`config.mk`:
```
export PLATFORM = sky130hd
export DESIGN_NAME = mbc1_mapper_flat
export DESIGN_NICKNAME = d
export VERILOG_FILES = /design/src/rtl/mbc1_mapper_if.sv /design/src/rtl/mbc1_mapper.sv /design/src/flat_wrapper.sv
export SDC_FILE = /design/constraint.sdc
export NUM_CORES = 1
export LEC_CHECK = 0
export ABC_CLOCK_PERIOD_IN_PS = 1800
export BUFFER_PORTS_ARGS = -buffer_cell sky130_fd_sc_hd__buf_2
export CORE_ASPECT_RATIO = 1.4
export CORE_MARGIN = 4
export CORE_UTILIZATION = 36
export DETAILED_ROUTE_END_ITERATION = 10
export PLACE_DENSITY = 0.79
export SLEW_MARGIN = 40
export SYNTH_ARGS = -nofsm -noshare
export SYNTH_HDL_FRONTEND = slang
export SYNTH_SLANG_ARGS = --single-unit
```
`constraint.sdc`:
```
create_clock -name clk -period 1.8 [get_ports clk]
set_input_delay 0.27 -clock clk [delete_from_list [all_inputs] [get_ports clk]]
set_output_delay 0.27 -clock clk [all_outputs]
set_load 0.01 [all_outputs]
```
`src/rtl/mbc1_mapper_if.sv`:
```
// CPU-side bus between the Game Boy core and the MBC1 mapper.
// The mapped ROM/EXTRAM addresses and chip selects come back on the same bundle.
interface mbc1_mapper_if #(
   parameter int rom_addr_width = 19,
   parameter int ram_addr_width = 15
);
   logic [15:0]               addr;
   logic [7:0]                data_w;
   logic                      write_enable;
   logic [rom_addr_width-1:0] rom_addr;
   logic                      rom_cs;
   logic [ram_addr_width-1:0] ram_addr;
   logic                      ram_cs;
   logic                      ram_we;
   logic                      data_active;

   modport master (
      output addr,
      output data_w,
      output write_enable,
      input  rom_addr,
      input  rom_cs,
      input  ram_addr,
      input  ram_cs,
      input  ram_we,
      input  data_active
   );

   modport slave (
      input  addr,
      input  data_w,
      input  write_enable,
      output rom_addr,
      output rom_cs,
      output ram_addr,
      output ram_cs,
      output ram_we,
      output data_active
   );
endinterface

```
`src/rtl/mbc1_mapper.sv`:
```
// MBC1 bank controller: CPU writes below 8000 program the bank registers, and the
// ROM/EXTRAM address maps are purely combinational so the array sees them this cycle.
module mbc1_mapper #(
   parameter int rom_addr_width = 19,
   parameter int ram_addr_width = 15
) (
   input logic          clk,
   input logic          reset_n,
   mbc1_mapper_if.slave bus
);
   localparam int ROM_FULL_W = 21;
   localparam int RAM_FULL_W = 15;

   logic       ram_enable_q, ram_enable_d;
   logic [4:0] bank_lo_q, bank_lo_d;
   logic [1:0] bank_hi_q, bank_hi_d;
   logic       mode_q, mode_d;
   logic       wr_prev_q, wr_prev_d;

   logic       wr_pulse;
   logic       ctrl_write;
   logic [4:0] bank_lo_eff;
   logic [6:0] rom_bank;
   logic [1:0] ram_bank;
   logic [ROM_FULL_W-1:0] rom_full;
   logic [RAM_FULL_W-1:0] ram_full;
   logic       ram_window;
   logic       unused_bits;

   // Only the rising edge of the strobe counts, so a held write lands exactly once.
   assign wr_pulse   = bus.write_enable & ~wr_prev_q;
   assign ctrl_write = wr_pulse & ~bus.addr[15];

   always_comb begin
      ram_enable_d = ram_enable_q;
      bank_lo_d    = bank_lo_q;
      bank_hi_d    = bank_hi_q;
      mode_d       = mode_q;
      wr_prev_d    = bus.write_enable;
      if (ctrl_write) begin
         case (bus.addr[14:13])
            2'b00:   ram_enable_d = (bus.data_w[3:0] == 4'hA);
            2'b01:   bank_lo_d    = bus.data_w[4:0];
            2'b10:   bank_hi_d    = bus.data_w[1:0];
            default: mode_d       = bus.data_w[0];
         endcase
      end
   end

   // wr_prev resets high so a write still held when reset releases is not taken.
   always_ff @(posedge clk or negedge reset_n) begin
      if (!reset_n) begin
         ram_enable_q <= 1'b0;
         bank_lo_q    <= 5'd0;
         bank_hi_q    <= 2'd0;
         mode_q       <= 1'b0;
         wr_prev_q    <= 1'b1;
      end else begin
         ram_enable_q <= ram_enable_d;
         bank_lo_q    <= bank_lo_d;
         bank_hi_q    <= bank_hi_d;
         mode_q       <= mode_d;
         wr_prev_q    <= wr_prev_d;
      end
   end

   // Bank 0 is never selectable in the switchable window; the zero test covers all
   // five low bits, so 20/40/60 become 21/41/61.
   always_comb begin
      bank_lo_eff = (bank_lo_q == 5'd0) ? 5'd1 : bank_lo_q;
      if (bus.addr[14])
         rom_bank = {bank_hi_q, bank_lo_eff};
      else
         rom_bank = mode_q ? {bank_hi_q, 5'b00000} : 7'd0;
      ram_bank = mode_q ? bank_hi_q : 2'd0;
      rom_full = {rom_bank, bus.addr[13:0]};
      ram_full = {ram_bank, bus.addr[12:0]};
   end

   genvar gi;
   generate
      for (gi = 0; gi < rom_addr_width; gi++) begin : g_rom_bit
         if (gi < ROM_FULL_W) begin : g_map
            assign bus.rom_addr[gi] = rom_full[gi];
         end else begin : g_pad
            assign bus.rom_addr[gi] = 1'b0;
         end
      end
      for (gi = 0; gi < ram_addr_width; gi++) begin : g_ram_bit
         if (gi < RAM_FULL_W) begin : g_map
            assign bus.ram_addr[gi] = ram_full[gi];
         end else begin : g_pad
            assign bus.ram_addr[gi] = 1'b0;
         end
      end
   endgenerate

   // Bank bits above the array size and data bits 7:5 are intentionally dropped.
   assign unused_bits = ^{rom_full, ram_full, bus.data_w[7:5]};

   assign ram_window      = (bus.addr[15:13] == 3'b101);
   assign bus.rom_cs      = ~bus.addr[15] & ~bus.write_enable;
   assign bus.ram_cs      = ram_window & ram_enable_q;
   assign bus.ram_we      = bus.ram_cs & bus.write_enable;
   assign bus.data_active = ~bus.write_enable & (bus.rom_cs | bus.ram_cs);
endmodule

```
`src/flat_wrapper.sv`:
```
// flat-port wrapper written by rule: the top's interface ports become plain ports
module mbc1_mapper_flat 
#(
   parameter int rom_addr_width = 19,
   parameter int ram_addr_width = 15
)
  (clk, reset_n, bus_addr, bus_data_w, bus_write_enable, bus_rom_addr, bus_rom_cs, bus_ram_addr, bus_ram_cs, bus_ram_we, bus_data_active);
  mbc1_mapper_if #(.rom_addr_width(rom_addr_width), .ram_addr_width(ram_addr_width)) bus_i ();
  input logic clk;
  input logic reset_n;
  input wire logic [$bits(bus_i.addr)-1:0] bus_addr;
  input wire logic [$bits(bus_i.data_w)-1:0] bus_data_w;
  input wire logic [$bits(bus_i.write_enable)-1:0] bus_write_enable;
  output wire logic [$bits(bus_i.rom_addr)-1:0] bus_rom_addr;
  output wire logic [$bits(bus_i.rom_cs)-1:0] bus_rom_cs;
  output wire logic [$bits(bus_i.ram_addr)-1:0] bus_ram_addr;
  output wire logic [$bits(bus_i.ram_cs)-1:0] bus_ram_cs;
  output wire logic [$bits(bus_i.ram_we)-1:0] bus_ram_we;
  output wire logic [$bits(bus_i.data_active)-1:0] bus_data_active;
  assign bus_i.addr = bus_addr;
  assign bus_i.data_w = bus_data_w;
  assign bus_i.write_enable = bus_write_enable;
  assign bus_rom_addr = bus_i.rom_addr;
  assign bus_rom_cs = bus_i.rom_cs;
  assign bus_ram_addr = bus_i.ram_addr;
  assign bus_ram_cs = bus_i.ram_cs;
  assign bus_ram_we = bus_i.ram_we;
  assign bus_data_active = bus_i.data_active;
  mbc1_mapper #(.rom_addr_width(rom_addr_width), .ram_addr_width(ram_addr_width)) u_core (.clk(clk), .reset_n(reset_n), .bus(bus_i));
endmodule
```
* Yosys cells after proc, flatten, opt, wreduce, memory -nomap -nowiden
Cells that the tools add are included.
** Word-level totals
- Word-level logic and storage cells :: 30
- Register bits :: 10
- Output and inout bits :: 38
- Input bits :: 27
** Cells by class
- Bitwise operators :: 11
- Equal/unequal tests :: 4
- Reductions and logical operators :: 7
- Muxes and demuxes :: 3
** Operators by type and width (number)
- 5-bit two-way mux :: 2
- 2-bit AND reduction :: 4
- 1-bit bitwise AND :: 6
- 5-bit zero test :: 1
- 4-bit == test (second input constant) :: 1
- 1-bit inverter :: 4
- 3-bit == test (second input constant) :: 1
- 3-bit OR reduction :: 1
- 2-bit by 1-bit == test with 1-bit output (second input constant) :: 1
- 2-bit == test (second input constant) :: 1
- 2-bit zero test :: 1
- 2-bit two-way mux :: 1
- 1-bit bitwise OR :: 1

* Depth between registers and ports, before layout
- Depth in word-level cells :: 4
- Gate-level depth with buffers :: 4
- Mapped depth without buffers :: 4

* Worst setup path before layout
No wires, ideal clock.
- Kind :: register to register
- Start :: register u_core.wr_prev_q
- End :: register u_core.bank_hi_q[0]
- Data arrival time :: 1084 ps
- Clock period less this slack :: 1211 ps
- Setup time :: 127 ps
- Slack :: 589 ps
- Data required time :: 1673 ps
- Stages on the path, launching flop included :: 4
- Path through :: dfstp_2 -> nor3b_4 -> and3b_1 -> mux2_1
** Between the ends
- Longest elaborated chain between the ends :: 4
** Ends and longest elaborated chain
- from (decl) :: RTL line mbc1_mapper.sv:18 : logic wr_prev_q, wr_prev_d;
- from (signal assigned) :: RTL line mbc1_mapper.sv:63 : wr_prev_q <= wr_prev_d;
- 1-bit inverter :: RTL line mbc1_mapper.sv:31 : assign wr_pulse = bus.write_enable & ~wr_prev_q;
- 1-bit bitwise AND :: RTL line mbc1_mapper.sv:31
- 1-bit bitwise AND :: RTL line mbc1_mapper.sv:32 : assign ctrl_write = wr_pulse & ~bus.addr[15];
- 2-bit AND reduction (no line)
- to (signal assigned) :: RTL line mbc1_mapper.sv:61 : bank_hi_q <= bank_hi_d;
- to (decl) :: RTL line mbc1_mapper.sv:16 : logic [1:0] bank_hi_q, bank_hi_d;
No other way between the ends.
A chain may end at the register's enable or synchronous reset.

* Final worst setup path
- Start :: register u_core.bank_lo_q[3]
- End :: output bus_rom_addr[14]
** Between the ends
- Longest elaborated chain between the ends :: 3
** Ends and longest elaborated chain
- from (decl) :: RTL line mbc1_mapper.sv:15 : logic [4:0] bank_lo_q, bank_lo_d;
- from (signal assigned) :: RTL line mbc1_mapper.sv:60 : bank_lo_q <= bank_lo_d;
- 5-bit zero test :: RTL line mbc1_mapper.sv:70 : bank_lo_eff = (bank_lo_q == 5'd0) ? 5'd1 : bank_lo_q;
- 5-bit two-way mux :: RTL line mbc1_mapper.sv:70
- 5-bit two-way mux :: RTL line mbc1_mapper.sv:71 : if (bus.addr[14])
- to (decl) :: RTL line flat_wrapper.sv:14 : output wire logic [$bits(bus_i.rom_addr)-1:0] bus_rom_addr;
No other way between the ends.

==> metrics.txt <==
final hold viol count 0; WL per Instance 12.1 um; Vias 409; initial core utilization 38.5%; flops & latches, synth 10; Net Sw Frac 25.3%; initial drt markers 2; Max Freq 682 MHz; largest net degree at the start of global routing 11; clk sink count 10; clock network power share 31.1%; final-report setup violation count 0; Combinational Power Share 21.4%; internal power 467 uW; VDD IR max 0.513 mV; H-tree depth 1; Die H 59.9 um; maxcap violations 0; top cells by area, synth dfrtp_1 (32%), buf_4 (29%), mux2_2 (8.1%); Seq/Total Area, Yosys 36.3%; via-per-instance ratio 4.70; Cell variety after synth 18; relative slew slack 83.2%; synthesized area per cell 10.3 um^2; CP max FO 3; Die ar. 0.00270 mm^2; worst setup path class reg -> out; Tmin final 1.47 ns; critical-path cell list nor4_1 -> o21a_1 -> buf_2; Die Wd 45.1 um; Critical Path RT 1.53 ns; Slew Limit Fails 0; Yosys warning total 0; setup bufs post-CTS 0; PD cells 931 mW/mm^2; Reg power frac 47.5%; GRT Total Usage 8.03%; critical path buffer and inverter count 1; PortBufs 22; IO Count 65; top cell type by total area after synthesis dfrtp_1; setup TNS 0 ns; clock-pin transition on the worst setup and hold timing paths 0.07 ns; largest delay contributor family on the critical path flip-flops; slowest CP cell dfrtp_1; Mapped Area 693 um^2; area grow syn2layout -3.07%; clk root buf clkbuf_4; Critical Path Sink Type primary output; CTS Buf Count 3; post-synth top area share 32.5%; TritonRoute pass-1 iters 3; max incr delay on CP 0.39 ns; ratio of cells with drive above 1 in the final layout 50.7%; number of nets in the layout 95; Longest Clk Path Bufs 2; Ant. Diodes 0; status finished, final reports clean; post-DP HPWL 881 um; total grt overflow 0; Row Count 18; Hold Crit Class in -> reg; DRC viols 0; Routed WL 1050 um; switching pwr 159 uW; period utilization 81.5%; unrepaired setup endpoints after global routing no; TritonCTS clock tree yes; number of global-route vias before repair 427; first-pass GRT wire length 1660 um; worst slew pin tran 0.249 ns; design area 672 um^2; dpl cell area 626 um^2; Final ANT Viol Nets 0; clk_skew 0.00371 ns; initial antenna violation count 0; Cells after Synth 67; Tot Pwr 626 uW; Core Footprint 0.00180 mm^2; Synthesized Nets 94; Final GP Congestion 0.678; Leak Pwr 0.000350 uW; WP data arrival 1.20 ns; Worst-Skew Late Latency 0.26 ns; CP startpoint kind flip-flop
## cell families after synthesis
group	after synthesis	synth area share (%)
AND/OR/NAND/NOR	18	17.5
multiplexers	9	14.6
flip-flops	10	36.3
buffers and inverters	28	29.8
AO/OA/AOI/OAI	2	1.80
## through the flow
step | cells | setup slack [ns] | hold WS, ns | util, %
floorplan | 67 | 0.589 | -0.0256 | -
global placement | 82 | 0.456 | 0.139 | 34.7
detailed placement | 82 | 0.446 | 0.142 | 34.7
CTS | 87 | 0.321 | 0.137 | 37.3
global route | 87 | 0.248 | 0.135 | 37.3
finish | 87 | 0.334 | 0.147 | 37.3
## worst paths after layout
kind                                                    to  cells after the start                            start  slack [ns]
hold reg to reg            u_core.bank_hi_q[1]$_DFFE_PN0P_                      1  u_core.bank_hi_q[1]$_DFFE_PN0P_        0.48
max in group asynchronous       u_core.wr_prev_q$_DFF_PN1_                      2                          reset_n        1.16
hold / removal                  u_core.wr_prev_q$_DFF_PN1_                      1                 bus_write_enable        0.15
min in group asynchronous        u_core.mode_q$_DFFE_PN0P_                      2                          reset_n        0.39
setup reg to reg           u_core.bank_hi_q[0]$_DFFE_PN0P_                      3       u_core.wr_prev_q$_DFF_PN1_        0.53
setup / recovery                          bus_rom_addr[14]                      3  u_core.bank_lo_q[3]$_DFFE_PN0P_        0.33
## final cells by class
class,instances,area (um^2)
well taps,20,25.0
fillers,192,1130
inverters,1,3.75
multi-input cells,29,235
repair buffers,23,120
clock buffers,4,36.3
flip-flops and latches,10,251
## power groups by stage
stage               registers, uW  clock network (uW)  logic, uW
finish                        297                 195        134
global route                  305                 208        149
CTS                           298                 199        137
detailed placement            302                   0        135
global placement              300                   0        131
floorplan                     291                   0        141
## flip-flops by register name (all words and copies together), names as in the netlist
signal               cells
u_core.wr_prev_q         1
u_core.mode_q            1
u_core.bank_hi_q         2
u_core.bank_lo_q         5
u_core.ram_enable_q      1
## synth_stat cells, drive strengths merged
| cell type | n |
|---|---|
| buf | 27 |
| dfrtp | 9 |
| mux2 | 9 |
| and2 | 7 |
| nand2 | 2 |
| nand3 | 2 |
| nor2 | 2 |
| a21oi | 1 |
| and3b | 1 |
| dfstp | 1 |
| inv | 1 |
| nor2b | 1 |
| nor3b | 1 |
| nor4 | 1 |
| nor4bb | 1 |
| o21a | 1 |
## metal layers
metal / vias up / GRT usage, % / wire length (um)
met5: - / 0 / 0
met4: 0 / 5.02 / 8
met3: 4 / 2.71 / 124
met2: 23 / 12.3 / 512
met1: 188 / 9.36 / 409
li1: 194 / - / -
## placed cells by master (no fill, tap or decap)
master	Yosys	layout
a21oi_1	1	1
and2_1	7	7
and3b_1	1	1
buf_2	0	22
clkbuf_4	0	3
clkbuf_8	0	1
dfrtp_1	9	9
dfstp_2	1	1
dlygate4sd3_1	0	1
inv_1	1	1
mux2_1	4	4
mux2_2	5	5
nand2_1	1	1
nand2_2	1	1
nand3_1	2	2
nor2_1	2	2
nor2b_1	1	1
nor3b_4	1	1
nor4_1	1	1
nor4bb_1	1	1
o21a_1	1	1
## timing repair
| item | CTS | global route |
|---|---|---|
| hold endpoints to repair | 9 | 0 |
| gates resized for setup | 0 | 0 |
| hold buffers | 1 | 0 |
(Power assumes the default switching activity.)
